## src/rtl/usb_rx_bit_timer.sv

```systemverilog
// -----------------------------------------------------------------------------
// usb_rx_bit_timer
//
// Purpose:
//   Bit-period timer for the USB receive path. A falling edge on the line
//   (with enable high) starts a bit window. A free-running phase counter then
//   marks one sample point per bit period. At each sample point the block
//   either emits shift_enable for the downstream decoder or, if the line is in
//   SE0, emits eop and waits for the line to return to J (D+ high).
//
// Configuration:
//   USB_RX_TIMER_RESYNC_EN - when defined, any line edge while ACTIVE reloads
//                            the phase counter to 0 so sampling tracks the
//                            transmitter's clock. When undefined, edges seen
//                            while ACTIVE are ignored and the phase free-runs
//                            from the starting falling edge.
//
// Parameters:
//   CLKS_PER_BIT - system clocks per USB bit period (>= 4)
//   SAMPLE_POINT - phase value at which a bit is sampled (< CLKS_PER_BIT)
//
// Ports:
//   clk          in   system clock, rising-edge active
//   rst          in   synchronous active-high reset
//   enable       in   receive enable from the protocol controller
//   falling_edge in   one-cycle pulse from the line edge detector
//   rising_edge  in   one-cycle pulse from the line edge detector
//   d_plus_sync  in   synchronized D+ level
//   d_minus_sync in   synchronized D- level
//   shift_enable out  one-cycle pulse: decoder samples a bit this cycle
//   byte_done    out  one-cycle pulse with the 8th shift_enable of a byte
//   bit_count    out  index of the next bit to be sampled (0..7)
//   eop          out  one-cycle pulse: SE0 seen at a sample point
//   active       out  high while the FSM is in ACTIVE
//
// Handshake: none. All inputs are level/pulse samples taken on every rising
// clock edge; there is no back-pressure. The pulses shift_enable, byte_done
// and eop are valid only in the cycle they are high and are derived
// combinationally from registered state and the current line levels.
// -----------------------------------------------------------------------------
module usb_rx_bit_timer #(
    parameter int CLKS_PER_BIT = 8,
    parameter int SAMPLE_POINT = 3
) (
    input  logic       clk,
    input  logic       rst,
    input  logic       enable,
    input  logic       falling_edge,
    input  logic       rising_edge,
    input  logic       d_plus_sync,
    input  logic       d_minus_sync,
    output logic       shift_enable,
    output logic       byte_done,
    output logic [2:0] bit_count,
    output logic       eop,
    output logic       active
);

    localparam int PW = $clog2(CLKS_PER_BIT);
    localparam logic [PW-1:0] PHASE_MAX = PW'(CLKS_PER_BIT - 1);
    localparam logic [PW-1:0] PHASE_SMP = PW'(SAMPLE_POINT);

    typedef enum logic [1:0] {
        IDLE     = 2'd0,
        ACTIVE   = 2'd1,
        EOP_WAIT = 2'd2
    } state_t;

    state_t        state;
    logic [PW-1:0] phase;
    logic [PW-1:0] phase_next;
    logic          se0;
    logic          at_sample;

    assign se0        = !d_plus_sync && !d_minus_sync;
    assign phase_next = (phase == PHASE_MAX) ? '0 : phase + PW'(1);

    // A reset cycle never reports a sample, so a byte cut short by reset
    // cannot produce a trailing byte_done or eop.
    assign at_sample    = !rst && (state == ACTIVE) && (phase == PHASE_SMP);
    assign shift_enable = at_sample && !se0;
    assign eop          = at_sample && se0;
    assign byte_done    = shift_enable && (bit_count == 3'd7);
    assign active       = (state == ACTIVE);

`ifdef USB_RX_TIMER_RESYNC_EN
    logic line_edge;
    // Simultaneous rising and falling pulses collapse into one edge.
    assign line_edge = rising_edge || falling_edge;
`else
    // Edges are ignored once running; rising_edge has no role in this build.
    logic unused_rising_edge;
    assign unused_rising_edge = rising_edge;
`endif

    always_ff @(posedge clk) begin
        if (rst) begin
            state     <= IDLE;
            phase     <= '0;
            bit_count <= '0;
        end else if (!enable) begin
            // Disable wins over any edge or SE0 transition in the same cycle.
            state     <= IDLE;
            phase     <= '0;
            bit_count <= '0;
        end else begin
            case (state)
                IDLE: begin
                    if (falling_edge) begin
                        state     <= ACTIVE;
                        phase     <= '0;
                        bit_count <= '0;
                    end
                end
                ACTIVE: begin
                    if (eop) begin
                        // bit_count is held so the partial count is visible
                        // while waiting for the line to return to J.
                        state <= EOP_WAIT;
                        phase <= '0;
                    end else begin
                        if (shift_enable) begin
                            bit_count <= bit_count + 3'd1;
                        end
`ifdef USB_RX_TIMER_RESYNC_EN
                        // A sample coincident with an edge is still taken
                        // above; only the phase is realigned here.
                        phase <= line_edge ? '0 : phase_next;
`else
                        phase <= phase_next;
`endif
                    end
                end
                EOP_WAIT: begin
                    if (d_plus_sync) begin
                        state     <= IDLE;
                        phase     <= '0;
                        bit_count <= '0;
                    end
                end
                default: begin
                    state     <= IDLE;
                    phase     <= '0;
                    bit_count <= '0;
                end
            endcase
        end
    end

endmodule

```

## config.mk

```make
export PLATFORM = sky130hd
export DESIGN_NAME = usb_rx_bit_timer
export DESIGN_NICKNAME = d
export VERILOG_FILES = /design/src/rtl/usb_rx_bit_timer.sv
export SDC_FILE = /design/constraint.sdc
export NUM_CORES = 1
export LEC_CHECK = 0
export BUFFER_PORTS_ARGS = -buffer_cell sky130_fd_sc_hd__clkbuf_2
export CAP_MARGIN = 20
export CORE_MARGIN = 1.5
export CORE_UTILIZATION = 23
export DETAILED_ROUTE_END_ITERATION = 16
export PLACE_DENSITY = 0.52
export SLEW_MARGIN = 20
export SYNTH_ARGS = -nofsm -noshare
export SYNTH_HDL_FRONTEND = slang
export SYNTH_SLANG_ARGS = --single-unit
```

## constraint.sdc

```tcl
create_clock -name clk -period 2 [get_ports clk]
set_clock_uncertainty 0.1 [all_clocks]
set_input_delay 0.1 -clock clk [delete_from_list [all_inputs] [get_ports clk]]
set_output_delay 0.1 -clock clk [all_outputs]
set_load 0.01 [all_outputs]
```

==> run_summary.xml <==
<?xml version="1.0" encoding="UTF-8"?>
<metrics>
  <group name="grt">
    <metric name="grt_start_max_net_pins" unit="">11</metric>
    <metric name="globalRoute.totalOverflow" unit="">0</metric>
    <metric name="grt_first_pass_wirelength" unit="um">1821</metric>
    <metric name="global_route.usage.total" unit="">0.09655</metric>
    <metric name="number_of_antenna_violations_at_the_first_check_in_global_routing" unit="">0</metric>
    <metric name="first_global_vias" unit="">421</metric>
  </group>
  <group name="power">
    <metric name="netSwitchingPower" unit="mW">0.07460</metric>
    <metric name="power.share.sequential" unit="">0.519</metric>
    <metric name="vdd_drop_max" unit="mV">0.2365</metric>
    <metric name="power.density_cell_area" unit="mW/mm^2">519.2</metric>
    <metric name="report.power.total" unit="mW">0.3150</metric>
    <metric name="cellLeakagePower" unit="nW">0.2505</metric>
    <metric name="pwr-share-comb" unit="">0.083</metric>
    <metric name="power.switching_fraction" unit="">0.2368</metric>
    <metric name="share_clk_of_total_power" unit="">0.399</metric>
    <metric name="intPower" unit="mW">0.2404</metric>
  </group>
  <group name="critical_path">
    <metric name="path_common_cell" unit="">sky130_fd_sc_hd__ha_1</metric>
    <metric name="worst_setup_end_kind" unit="">register</metric>
    <metric name="timing.critical_path.required" unit="ns">2.09</metric>
    <metric name="cp_top_family" unit="">simple AND/OR/NAND/NOR gates</metric>
    <metric name="crit_arrival" unit="ns">1.99</metric>
    <metric name="cp_max_fo" unit="">6</metric>
    <metric name="worstPathBufferInverterCount" unit="">1</metric>
    <metric name="critical_path_cell_by_cell" unit="">ha_1, ha_1, nor4b_2, buf_4, or4b_1, a21oi_1</metric>
    <metric name="worst_path_largest_cell_delay" unit="ns">0.51</metric>
    <metric name="slowest_stage" unit="">sky130_fd_sc_hd__or4b_1</metric>
    <metric name="critPathKind" unit="">register to register</metric>
    <metric name="worst_setup_path_start_kind" unit="">register</metric>
  </group>
  <group name="yosys">
    <metric name="yosysWarningCount" unit="">0</metric>
    <metric name="synth_commonest_cells" unit="">sky130_fd_sc_hd__dfxtp_1 (8), sky130_fd_sc_hd__ha_1 (5), sky130_fd_sc_hd__nor2_1 (5)</metric>
    <metric name="synth-seq-area-share" unit="">0.3232</metric>
    <metric name="post_synth_and_or_nand_nor_area_fraction" unit="">0.3081</metric>
    <metric name="synth_most_common_cell" unit="">sky130_fd_sc_hd__dfxtp_1</metric>
    <metric name="synth_adder_area_share" unit="">0.1263</metric>
    <metric name="ys_async_sr_fraction" unit="">0</metric>
    <metric name="synth_cells" unit="">53</metric>
    <metric name="synth.largest_area_cell" unit="">sky130_fd_sc_hd__dfxtp_1</metric>
    <metric name="post_synth_num_cell_types" unit="">26</metric>
    <metric name="syn_area_per_cell" unit="sq um">9.349</metric>
    <metric name="synth_compound_area_frac" unit="">0.1490</metric>
    <metric name="synth_nets" unit="">65</metric>
    <metric name="post_synth_mux_area_share" unit="">0.04040</metric>
    <metric name="synthesis.area" unit="sq um">495.5</metric>
    <metric name="ys_top_cells_by_area" unit="">sky130_fd_sc_hd__dfxtp_1 (32%), sky130_fd_sc_hd__ha_1 (13%), sky130_fd_sc_hd__nand3b_1 (4.5%)</metric>
    <metric name="register_bit_count_reported_by_yosys" unit="">8</metric>
    <metric name="yosys_most_used_dff" unit="">sky130_fd_sc_hd__dfxtp_1</metric>
    <metric name="largest_family_of_logic_cells_by_synthesized_area" unit="">simple AND/OR/NAND/NOR gates</metric>
    <metric name="top_cell_type_s_share_of_synthesized_area" unit="">0.3232</metric>
    <metric name="synth_area_in_xor_xnor" unit="">0</metric>
    <metric name="synth-edff-count" unit="">0</metric>
  </group>
  <group name="placement">
    <metric name="global_placement_routability_congestion" unit="">0.7002</metric>
    <metric name="buffer_ports.inserted" unit="">12</metric>
    <metric name="detailed_placer_s_ending_hpwl" unit="um">845.7</metric>
    <metric name="place.detailed.instances" unit="">91</metric>
  </group>
  <group name="floorplanning">
    <metric name="die_width" unit="um">49.42</metric>
    <metric name="fp-row-count" unit="">16</metric>
    <metric name="initial_utilization" unit="">0.2475</metric>
    <metric name="die_height" unit="um">49.42</metric>
    <metric name="design.die.area" unit="sq mm">0.002442</metric>
    <metric name="io_pins" unit="">14</metric>
    <metric name="core_region_area" unit="sq mm">0.002002</metric>
  </group>
  <group name="route">
    <metric name="drt-wirelength-per-cell" unit="um">11.31</metric>
    <metric name="route.layer.met1.wl" unit="um">529</metric>
    <metric name="met3_length" unit="um">52</metric>
    <metric name="finalWirelength" unit="um">1063</metric>
    <metric name="vias" unit="">435</metric>
    <metric name="initial_drt_pass_iterations" unit="">4</metric>
    <metric name="ant_nets" unit="">0</metric>
    <metric name="avgViaCountPerCell" unit="">4.628</metric>
    <metric name="topRoutingLayerUsed" unit="">met3</metric>
    <metric name="met2WireLength" unit="um">481</metric>
    <metric name="drc" unit="">0</metric>
    <metric name="detail_route.iter0.violations" unit="">3</metric>
  </group>
  <group name="clock_tree">
    <metric name="cts_tree" unit="">built</metric>
    <metric name="insertion_delay" unit="ns">0.25</metric>
    <metric name="cts_made_buffers" unit="">3</metric>
    <metric name="cts.hold.buffers_added" unit="">0</metric>
    <metric name="clk_pin_slew_worst_paths" unit="ns">0.06</metric>
    <metric name="cts_buffer_depth" unit="">2</metric>
    <metric name="cts.sinks" unit="">8</metric>
    <metric name="ctsHtreeMaxLevel" unit="">1</metric>
    <metric name="clock-root-buffer" unit="">sky130_fd_sc_hd__clkbuf_4</metric>
  </group>
  <group name="final_layout">
    <metric name="nets" unit="">81</metric>
    <metric name="antenna_cells" unit="">0</metric>
    <metric name="post_route_cells_drive_above_1_share" unit="">0.2985</metric>
    <metric name="fillerInstances" unit="">232</metric>
    <metric name="syn2layout_area_growth" unit="%">22.47</metric>
    <metric name="final_cells" unit="">94</metric>
  </group>
  <group name="outcome">
    <metric name="outcome" unit="">finished, final reports clean</metric>
  </group>
  <group name="sta">
    <metric name="tns" unit="ns">0</metric>
    <metric name="final.period_utilization" unit="">0.9516</metric>
    <metric name="slew_violations" unit="">0</metric>
    <metric name="finalHoldViolCount" unit="">0</metric>
    <metric name="fin_crit" unit="ns">1.903</metric>
    <metric name="max_clock_freq" unit="MHz">525.4</metric>
    <metric name="setup-violations-final" unit="">0</metric>
    <metric name="unrepaired_setup_endpoints_after_global_routing" unit="">false</metric>
    <metric name="worst-slew-pin-transition" unit="ns">0.3218</metric>
    <metric name="max-slew-margin-rel" unit="">0.7793</metric>
  </group>
  <group name="run">
    <metric name="max_cap_viol_count" unit="">0</metric>
  </group>
  <group name="worst_hold_path">
    <metric name="hold_class" unit="">primary input to register</metric>
  </group>
</metrics>
[worst reg2reg max path: stages, from the launching register on]
cell and delay [ns]:
sky130_fd_sc_hd__dfxtp_1 0.32, sky130_fd_sc_hd__ha_1 0.23, sky130_fd_sc_hd__ha_1 0.22, sky130_fd_sc_hd__nor4b_2 0.16, sky130_fd_sc_hd__buf_4 0.15, sky130_fd_sc_hd__or4b_1 0.51, sky130_fd_sc_hd__a21oi_1 0.14
[metrics by stage]
stage,hold slack (ns),setup slack [ns],utilization,area [sq um]
2_1_floorplan,0.1716,0.3504,-,495.5
3_3_place_gp,0.2950,0.1555,0.2888,578.1
3_5_place_dp,0.3040,0.1179,0.2888,578.1
4_1_cts,0.02409,0.09888,0.3000,600.6
5_1_grt,0.02366,0.03207,0.3031,606.8
6_report,0.02074,0.09677,0.3031,606.8
[metal layers]
metal,vias to the layer above,GRT usage
met3,0,0.05521
met2,10,0.1509
met5,-,0
met1,198,0.1175
met4,0,0.01389
li1,227,-
[registers in the layout, indices dropped and copies added (netlist names)]
register   flops
state          2
bit_count      3
phase          3
[final cells by class]
type,instances,area (sq um),area share
clock buffer,3,22.52,0.03711
inverter,2,7.507,0.01237
multi-input combinational,41,315.3,0.5196
sequential,8,160.2,0.2639
tap,27,33.78,0.05567
timing repair buffer,13,67.56,0.1113
[layout by cell type, fill, tap and decap left out, types with 2 or more instances in the layout]
cell	Yosys	routed
sky130_fd_sc_hd__clkbuf_2	0	12
sky130_fd_sc_hd__dfxtp_1	8	8
sky130_fd_sc_hd__nor2_1	5	5
sky130_fd_sc_hd__ha_1	5	5
sky130_fd_sc_hd__o21ai_0	3	3
sky130_fd_sc_hd__nand3b_1	3	3
sky130_fd_sc_hd__a21oi_1	3	3
sky130_fd_sc_hd__clkbuf_4	0	3
sky130_fd_sc_hd__nand2b_1	2	2
sky130_fd_sc_hd__inv_1	2	2
sky130_fd_sc_hd__nand3_1	2	2
sky130_fd_sc_hd__mux2i_1	2	2
sky130_fd_sc_hd__a211oi_1	2	2
sky130_fd_sc_hd__or3_1	2	2
[path summary, 6_finish.rpt]
| check | from | end | slack [ns] | cells past startpoint |
|---|---|---|---|---|
| worst max register to register | phase[0] | phase[1] | 0.1 | 6 |
| worst min register to register | phase[1] | phase[1] | 0.40 | 2 |
| worst max-delay path | phase[0] | phase[1] | 0.1 | 6 |
| worst min-delay path | falling_edge | state[0] | 0.02 | 3 |
[timing repair]
| item | CTS | global route |
|---|---|---|
| buffers inserted | 0 | 0 |
| gates resized for setup | 0 | 1 |
| endpoints found under the setup margin | 0 | 1 |
[power by group through the flow]
stage	registers [mW]	logic [mW]	clock network (mW)
6_report	0.163	0.0261	0.126
5_1_grt	0.164	0.0304	0.141
4_1_cts	0.163	0.0264	0.131
3_5_place_dp	0.167	0.0263	0
3_3_place_gp	0.167	0.0261	0
2_1_floorplan	0.166	0.0159	0
[cells by family (layout without fill, tap and decap cells)]
group	after synthesis	in the layout
DFF	8	8
AOI/OAI and AO/OA	11	11
buffers and inverters	4	18
and+or+nand+nor	23	23
adders and majority gates	5	5
muxes	2	2
(Power assumes the default switching activity.)
